[config.mk]
export PLATFORM = sky130hd
export DESIGN_NAME = cassette_player
export DESIGN_NICKNAME = d
export VERILOG_FILES = /design/src/rtl/cassette_player.sv
export SDC_FILE = /design/constraint.sdc
export NUM_CORES = 1
export LEC_CHECK = 0
export BUFFER_PORTS_ARGS = -buffer_cell sky130_fd_sc_hd__buf_2
export CORE_UTILIZATION = 35
export CTS_CLUSTER_SIZE = 16
export DETAILED_ROUTE_END_ITERATION = 16
export PLACE_DENSITY = 0.6
export SLEW_MARGIN = 15
export SYNTH_ARGS = -nofsm -noshare
export SYNTH_HDL_FRONTEND = slang
export SYNTH_SLANG_ARGS = --single-unit
[constraint.sdc]
create_clock -name clk -period 3.8 [get_ports clk]
set_clock_uncertainty 0.15 [all_clocks]
set_input_delay 0.76 -clock clk [delete_from_list [all_inputs] [get_ports clk]]
set_output_delay 0.76 -clock clk [all_outputs]
set_load 0.005 [all_outputs]
[src/rtl/cassette_player.sv]
// cassette_player: streams a .CAS image from SDRAM through a prefetch FIFO and
// plays it out LSB-first as CoCo FSK (0 = one HALF0 cycle, 1 = one HALF1 cycle).
module cassette_player #(
    parameter int ADDR_W     = 25,
    parameter int FIFO_DEPTH = 8,
    parameter int HALF0      = 373,
    parameter int HALF1      = 186,
    parameter int CNT_W      = 10
) (
    input  logic              clk,
    input  logic              reset,
    input  logic              ce,
    input  logic              en,
    input  logic              rewind,
    input  logic [ADDR_W-1:0] tape_len,
    output logic [ADDR_W-1:0] mem_addr,
    output logic              mem_rd,
    input  logic              mem_ack,
    input  logic [7:0]        mem_data,
    output logic              data,
    output logic              playing,
    output logic              eot,
    output logic              underrun,
    output logic [ADDR_W-1:0] position
);
    localparam int PW = $clog2(FIFO_DEPTH);
    localparam logic [CNT_W-1:0] H0 = CNT_W'(HALF0 - 1);
    localparam logic [CNT_W-1:0] H1 = CNT_W'(HALF1 - 1);
    localparam logic [PW:0] FULL = (PW + 1)'(FIFO_DEPTH);

    typedef enum logic [1:0] {IDLE, HIGH, LOW} state_t;

    state_t            state;
    logic [7:0]        fifo [FIFO_DEPTH];
    logic [PW-1:0]     wr_ptr, rd_ptr;
    logic [PW:0]       count;
    logic [ADDR_W-1:0] fetch_addr;
    logic              pending, discard;
    logic [7:0]        shifter, head;
    logic [2:0]        bit_idx;
    logic [CNT_W-1:0]  cnt;
    logic              clear, push, pop, tick, byte_done, last_byte;

    function automatic logic [CNT_W-1:0] half(input logic b);
        return b ? H1 : H0;
    endfunction

    assign clear     = reset | rewind;
    assign tick      = ce & en;
    assign head      = fifo[rd_ptr];
    assign push      = mem_ack & ~discard & ~clear;
    assign byte_done = (state == LOW) & tick & (cnt == '0) & (bit_idx == 3'd7);
    assign last_byte = byte_done & (position + ADDR_W'(1) == tape_len);
    assign pop       = ~clear & en & ~eot & (count != '0) & ((state == IDLE) | (byte_done & ~last_byte));
    assign playing   = en & ~eot & (state != IDLE);

    always_ff @(posedge clk)
        if (push) fifo[wr_ptr] <= mem_data;

    // A request still in flight across reset/rewind stays pending but is marked stale.
    always_ff @(posedge clk) begin
        if (clear) begin
            fetch_addr <= '0;
            mem_addr   <= '0;
            mem_rd     <= 1'b0;
            wr_ptr     <= '0;
            rd_ptr     <= '0;
            count      <= '0;
            pending    <= pending & ~mem_ack;
            discard    <= pending & ~mem_ack;
        end else begin
            mem_rd <= 1'b0;
            if (push) wr_ptr <= wr_ptr + PW'(1);
            if (pop) rd_ptr <= rd_ptr + PW'(1);
            count <= count + (PW + 1)'(push) - (PW + 1)'(pop);
            if (mem_ack) begin
                pending <= 1'b0;
                discard <= 1'b0;
                if (!discard) fetch_addr <= fetch_addr + ADDR_W'(1);
            end else if (!pending && fetch_addr < tape_len && count < FULL) begin
                mem_rd   <= 1'b1;
                mem_addr <= fetch_addr;
                pending  <= 1'b1;
            end
        end
    end

    always_ff @(posedge clk) begin
        if (clear) begin
            state    <= IDLE;
            shifter  <= '0;
            bit_idx  <= '0;
            cnt      <= '0;
            data     <= 1'b0;
            position <= '0;
            underrun <= 1'b0;
            eot      <= (tape_len == '0);
        end else begin
            case (state)
                IDLE:
                    if (pop) begin
                        state   <= HIGH;
                        data    <= 1'b1;
                        shifter <= head;
                        bit_idx <= '0;
                        cnt     <= half(head[0]);
                    end else if (en && !eot && position < tape_len) begin
                        underrun <= 1'b1;
                    end
                HIGH:
                    if (tick) begin
                        if (cnt != '0) cnt <= cnt - CNT_W'(1);
                        else begin
                            state <= LOW;
                            data  <= 1'b0;
                            cnt   <= half(shifter[0]);
                        end
                    end
                LOW:
                    if (tick) begin
                        if (cnt != '0) cnt <= cnt - CNT_W'(1);
                        else if (bit_idx != 3'd7) begin
                            state   <= HIGH;
                            data    <= 1'b1;
                            shifter <= shifter >> 1;
                            bit_idx <= bit_idx + 3'd1;
                            cnt     <= half(shifter[1]);
                        end else begin
                            // Chain straight into the next byte when one is waiting.
                            position <= position + ADDR_W'(1);
                            eot      <= eot | last_byte;
                            state    <= pop ? HIGH : IDLE;
                            data     <= pop;
                            shifter  <= head;
                            bit_idx  <= '0;
                            cnt      <= half(head[0]);
                        end
                    end
                default: state <= IDLE;
            endcase
        end
    end
endmodule

# Word level (Yosys, flattened, before mapping)
# Memories as Yosys holds them, arrays and structs flattened. A register that Yosys moved wholly into a read port is not among the register bits.
# Index checks and enable logic that the tools add are counted.
word_totals:
  ff_bits: 114
  ram_bits: 64
  in_bits: 39
  elab_cells: 144
  mem_count: 1
classes:
  addsub: 8
  magnitude_cmp: 3
  eq_ne: 12
  muxes: 50
  bitwise_logic: 26
  reduce_logical: 28
memory_table:
  columns: ["name", "words", "word_bits", "rd", "rd_clocked_by_memory_dff", "wr", "line", "text"]
  rows:
  - ["fifo", 8, 8, 1, 1, 1, "34", "logic [7:0] fifo [FIFO_DEPTH];"]
ops:
  columns: ["cell", "count"]
  rows:
  - ["$add 25x1->25 const B", 2]
  - ["$lt 25x25->1", 2]
  - ["$mux 10", 5]
  - ["$mux 9", 4]
  - ["$mux 8", 4]
  - ["$pmux 10 s3", 1]
  - ["$eq 25x25->1", 1]
  - ["$logic_not 25->1", 1]
  - ["$mux 1", 21]
  - ["$mux 3", 6]
  - ["$pmux 8 s2", 1]
  - ["$reduce_and 4->1", 4]
  - ["$and 1x1->1", 15]
  - ["$ne 2x2->1 const B", 7]
  - ["$logic_not 10->1", 1]
  - ["$mux 2", 5]
  - ["$reduce_bool 10->1", 1]
  - ["$reduce_bool 2->1", 5]
  - ["$sub 10x1->10 const B", 1]
  - ["$add 3x1->3 const B", 3]
  - ["$not 1->1", 8]
  - ["$pmux 2 s3", 1]
  - ["$pmux 3 s2", 1]
  - ["$reduce_and 6->1", 1]
  - ["18 further kinds", 26]

# Longest topological paths before layout
logic_depth:
  depth_word: 14
  mapped_depth: 17
  mapped_depth_nobuf: 16

# Worst setup path before layout
# No wires, ideal clock.
synth_path:
  kind: "register to register"
  startpoint: "reg position[0]"
  endpoint: "reg count[2]"
  setup_ps: 128
  arrival_time_ps: 3552
  setup_slack_ps: -29
  stages_incl_launch_ff: 17
  path_buffers: 1
  cell_sequence: "dfxtp_1 ha_1 nand4_4 or3_1 buf_6 nor4_1 xnor2_1 o211ai_2 o21a_2 o21a_4 ha_1 inv_1 ha_1 inv_1 fa_1 xor2_1 nor2_1"
synth_via:
  elab_chain_cells: 8
synth_lines:
  columns: ["element", "line", "text"]
  rows:
  - ["start: declaration", "24", "output logic [ADDR_W-1:0] position"]
  - ["start signal: assignment", "130", "position <= position + ADDR_W'(1);"]
  - ["$add 25x1->25", "53", "assign last_byte = byte_done & (position + ADDR_W'(1) == tape_len);"]
  - ["$eq 25x25->1", "53", null]
  - ["$and 1x1->1", "53", null]
  - ["$not 1->1", "54", "assign pop = ~clear & en & ~eot & (count != '0) & ((state == IDLE) | (byte_done & ~last_byte));"]
  - ["$and 1x1->1", "54", null]
  - ["$or 1x1->1", "54", null]
  - ["$and 1x1->1", "54", null]
  - ["net pop", "42", "logic clear, push, pop, tick, byte_done, last_byte;"]
  - ["$sub 4x1->4", "75", "count <= count + (PW + 1)'(push) - (PW + 1)'(pop);"]
  - ["end signal: assignment", "75", null]
  - ["end: declaration", "36", "logic [PW:0] count;"]
# The timed path passes the listed nets, and every way through them passes these cells.
# A chain may end at the register's enable or synchronous reset.

# Worst setup path in the final report
layout_path:
  startpoint: "reg position[0]"
  endpoint: "reg count[1]"
# Same word-level chain as after synthesis.

==> metrics <==
status complete, no violations; max_cap viols 0; # H-tree levels 4; critical path arrival approximately 3.8 ns; Initial Utilization 35.8%; Cell Rows 60; First-pass DRT Iterations 5; worst reg2reg path depth 16; Least-Margin Pin Slew about 0.64 ns; worst reg2reg startpoint position[0]; fin. max-slew vios 0; Synth top area share roughly a quarter; CTS tree done; largest net degree at the start of global routing 52; Seq/Total Area, Yosys between 40 and 50%; commonest cells after routing, fill and taps aside 139 x nor2_1, 108 x dfxtp_1, 93 x buf_2, 76 x buf_4, 67 x edfxtp_1; Worst Hold Launch rd_ptr[2]; first-pass GRT wire length 38600 um; R2R setup slack 0.14 ns; final setup fails 0; clock buffer depth 2; Syn. warnings 0; period utilisation layout 96.2%; Distinct cells, synth just over 70; total CTS buffers 17; cell area after synthesis ~9700 um^2; crit path launch type flip-flop; First DRT Iteration DRCs 564; Post-route DRC 0; layout cells sized above 1 23.2%; Leak 4.73 nW; diode count 0; # fillers 2604; hold_ws 0.309 ns; slew margin rel. between 50% and 60%; fin crit period 3.66 ns; hold depth 1; Die Footprint 28300 um^2; I/O pins 94; Routed Antenna Nets 0; Worst-path clk slew 0.08 ns; Tot GR Track Use between 10% and 20%; Synth-to-Final Area Change 21.3%; DR WL/cell between 15 and 20 um; Crit Path Class flip-flop to flip-flop; top post-synthesis cells by area dfxtp_1 24%, edfxtp_1 21%, ha_1 8.4%; post-synthesis cell count 965; number of vias per cell 5.13; Die Wd 168 um; nets@finish 1222; Worst Setup End Kind flip-flop; cell taking the most area after synthesis dfxtp_1; Core ar. between 20000 and 30000 um^2; Skew-Pair Late Insertion Delay about 0.44 ns; vias in the first global route slightly above 7000; Mapped Nets ~1100; Buffers on Ports 93; most common cell after layout, fill and taps aside nor2_1; Syn Area/Cell between 10 and 15 um^2; Crit Path Max Fanout 4; pwr dens between 300 and 400 nW/um^2; initial antenna violation count 0; final RePlAce weighted congestion 0.897; Hold Path Class flip-flop to flip-flop; clock sinks 181; Yosys reg bits 181; via count roughly 7500; VDD IR max 0.319 mV; drt total wl 24600 um; gr ovfl total 0; sum of net half-perimeters after detailed placement ~18000 um; ys flop type dfxtp_1; asr flop ratio synth 0%; Tot Pwr 4.10 mW; Hold Fails Final Rpt 0; number of enable flip-flop cells after synthesis 67; FMAX around 270 MHz; R2R Path End count[1]; worst path required time 3.96 ns; clock root cell clkbuf_16; Die Y 168 um
final cells by class:
class / instances / area (um^2) / share of cell area (%)
Inverter: 45 / 169 / 1.44
Timing Repair Buffer: 174 / 1110 / 9.45
Multi-Input combinational cell: 698 / 5110 / 43.6
Tap cell: 341 / 427 / 3.63
Clock buffer: 17 / 425 / 3.62
Sequential cell: 181 / 4300 / 36.7
Clock inverter: 15 / 191 / 1.63
state kept, by name (all words and copies together), names as in the netlist, 2 cells and up, named ones only:
name / count
bit_idx: 3
cnt: 10
count: 4
fetch_addr: 25
fifo: 64
mem_addr: 25
position: 25
rd_ptr: 3
shifter: 8
state: 2
wr_ptr: 3
cells by family after synthesis:
group                      share of synthesized area [%]
AOI/OAI and AO/OA                                   10.1
xor gates and xnor gates                            7.33
adders and majority gates                           8.61
buffers and inverters                               4.19
DFF                                                 44.4
muxes                                               7.96
and+or+nand+nor                                     17.5
stage by stage:
step | std cells | TNS (ns) | utilization, % | area (um^2) | setup slack [ns]
after global placement | 1432 | -0.776 | 40.4 | 10900 | -0.306
after detailed placement | 1432 | -1.04 | 40.4 | 10900 | -0.393
after global routing | 1471 | -0.00132 | 43.4 | 11700 | -0.00132
after floorplan | 965 | 0 | - | 9680 | 0.0115
final | 1471 | 0 | 43.4 | 11700 | 0.143
after CTS | 1464 | 0 | 42.8 | 11600 | 0.0129
Yosys cell counts (4+ instances only):
master and number:
a31oi_1 6, clkbuf_1 25, a21oi_1 43, or3_1 8, mux2i_1 41, a21o_1 14, nor4_1 11, and4_1 4
nor2b_1 10, or2_2 5, xor2_1 39, nor3b_1 8, mux4_2 16, dfxtp_1 114, o211ai_1 5, nor3_1 17
nand2b_1 7, a211oi_1 13, nor2_1 139, edfxtp_1 67, xnor2_1 42, nand3_1 22, buf_6 8, ha_1 65
nand2_1 60, o21a_1 6, inv_1 45, o21ai_0 35, nand4_1 25, and3_1 8
what timing repair did:
item	CTS	global route
buffers inserted	0	7
endpoints found under the setup margin	1	3
pin swaps	0	9
resized for setup	2	28
hold buffers	0	0
critical path, stage by stage, from the launching register on:
cell      delay (ns)
dfxtp_2         0.34
buf_6           0.12
buf_4           0.13
nand4_1         0.12
buf_4           0.16
nor2_1          0.06
or4_2           0.62
a21oi_1         0.22
o211ai_2        0.16
o21a_4          0.25
o21a_4          0.20
ha_4            0.21
inv_2           0.06
ha_4            0.12
inv_1           0.05
fa_2            0.52
nor2_1          0.04
metal layers:
metal,GRT usage [%],part of all wire (%),vias to the layer above
li1,-,-,3752
met5,0,0,-
met3,3.06,4.6,24
met2,28.5,47,174
met1,23.8,47,3594
met4,4.82,1.3,0
power breakdown:
| group | switching (mW) | internal, mW | leakage, nW | total [mW] |
|---|---|---|---|---|
| logic | 0.135 | 0.0883 | 2.90 | 0.223 |
| registers | 0.00702 | 2.01 | 1.53 | 2.02 |
| clock network | 0.948 | 0.905 | 0.299 | 1.85 |
| total | 1.09 | 3.01 | 4.73 | 4.10 |
worst max path at each step:
stage,start,end,slack (ns),cells after the start
2_1_floorplan,position[0],count[2],0.01,16
3_3_place_gp,tape_len[18],count[2],-0.31,16
3_5_place_dp,tape_len[10],count[2],-0.39,17
4_1_cts,position[0],count[2],0.01,16
5_1_grt,position[0],count[2],-0.001,17
6_report,position[0],count[1],0.14,16
Power figures use the tool's default switching activity.
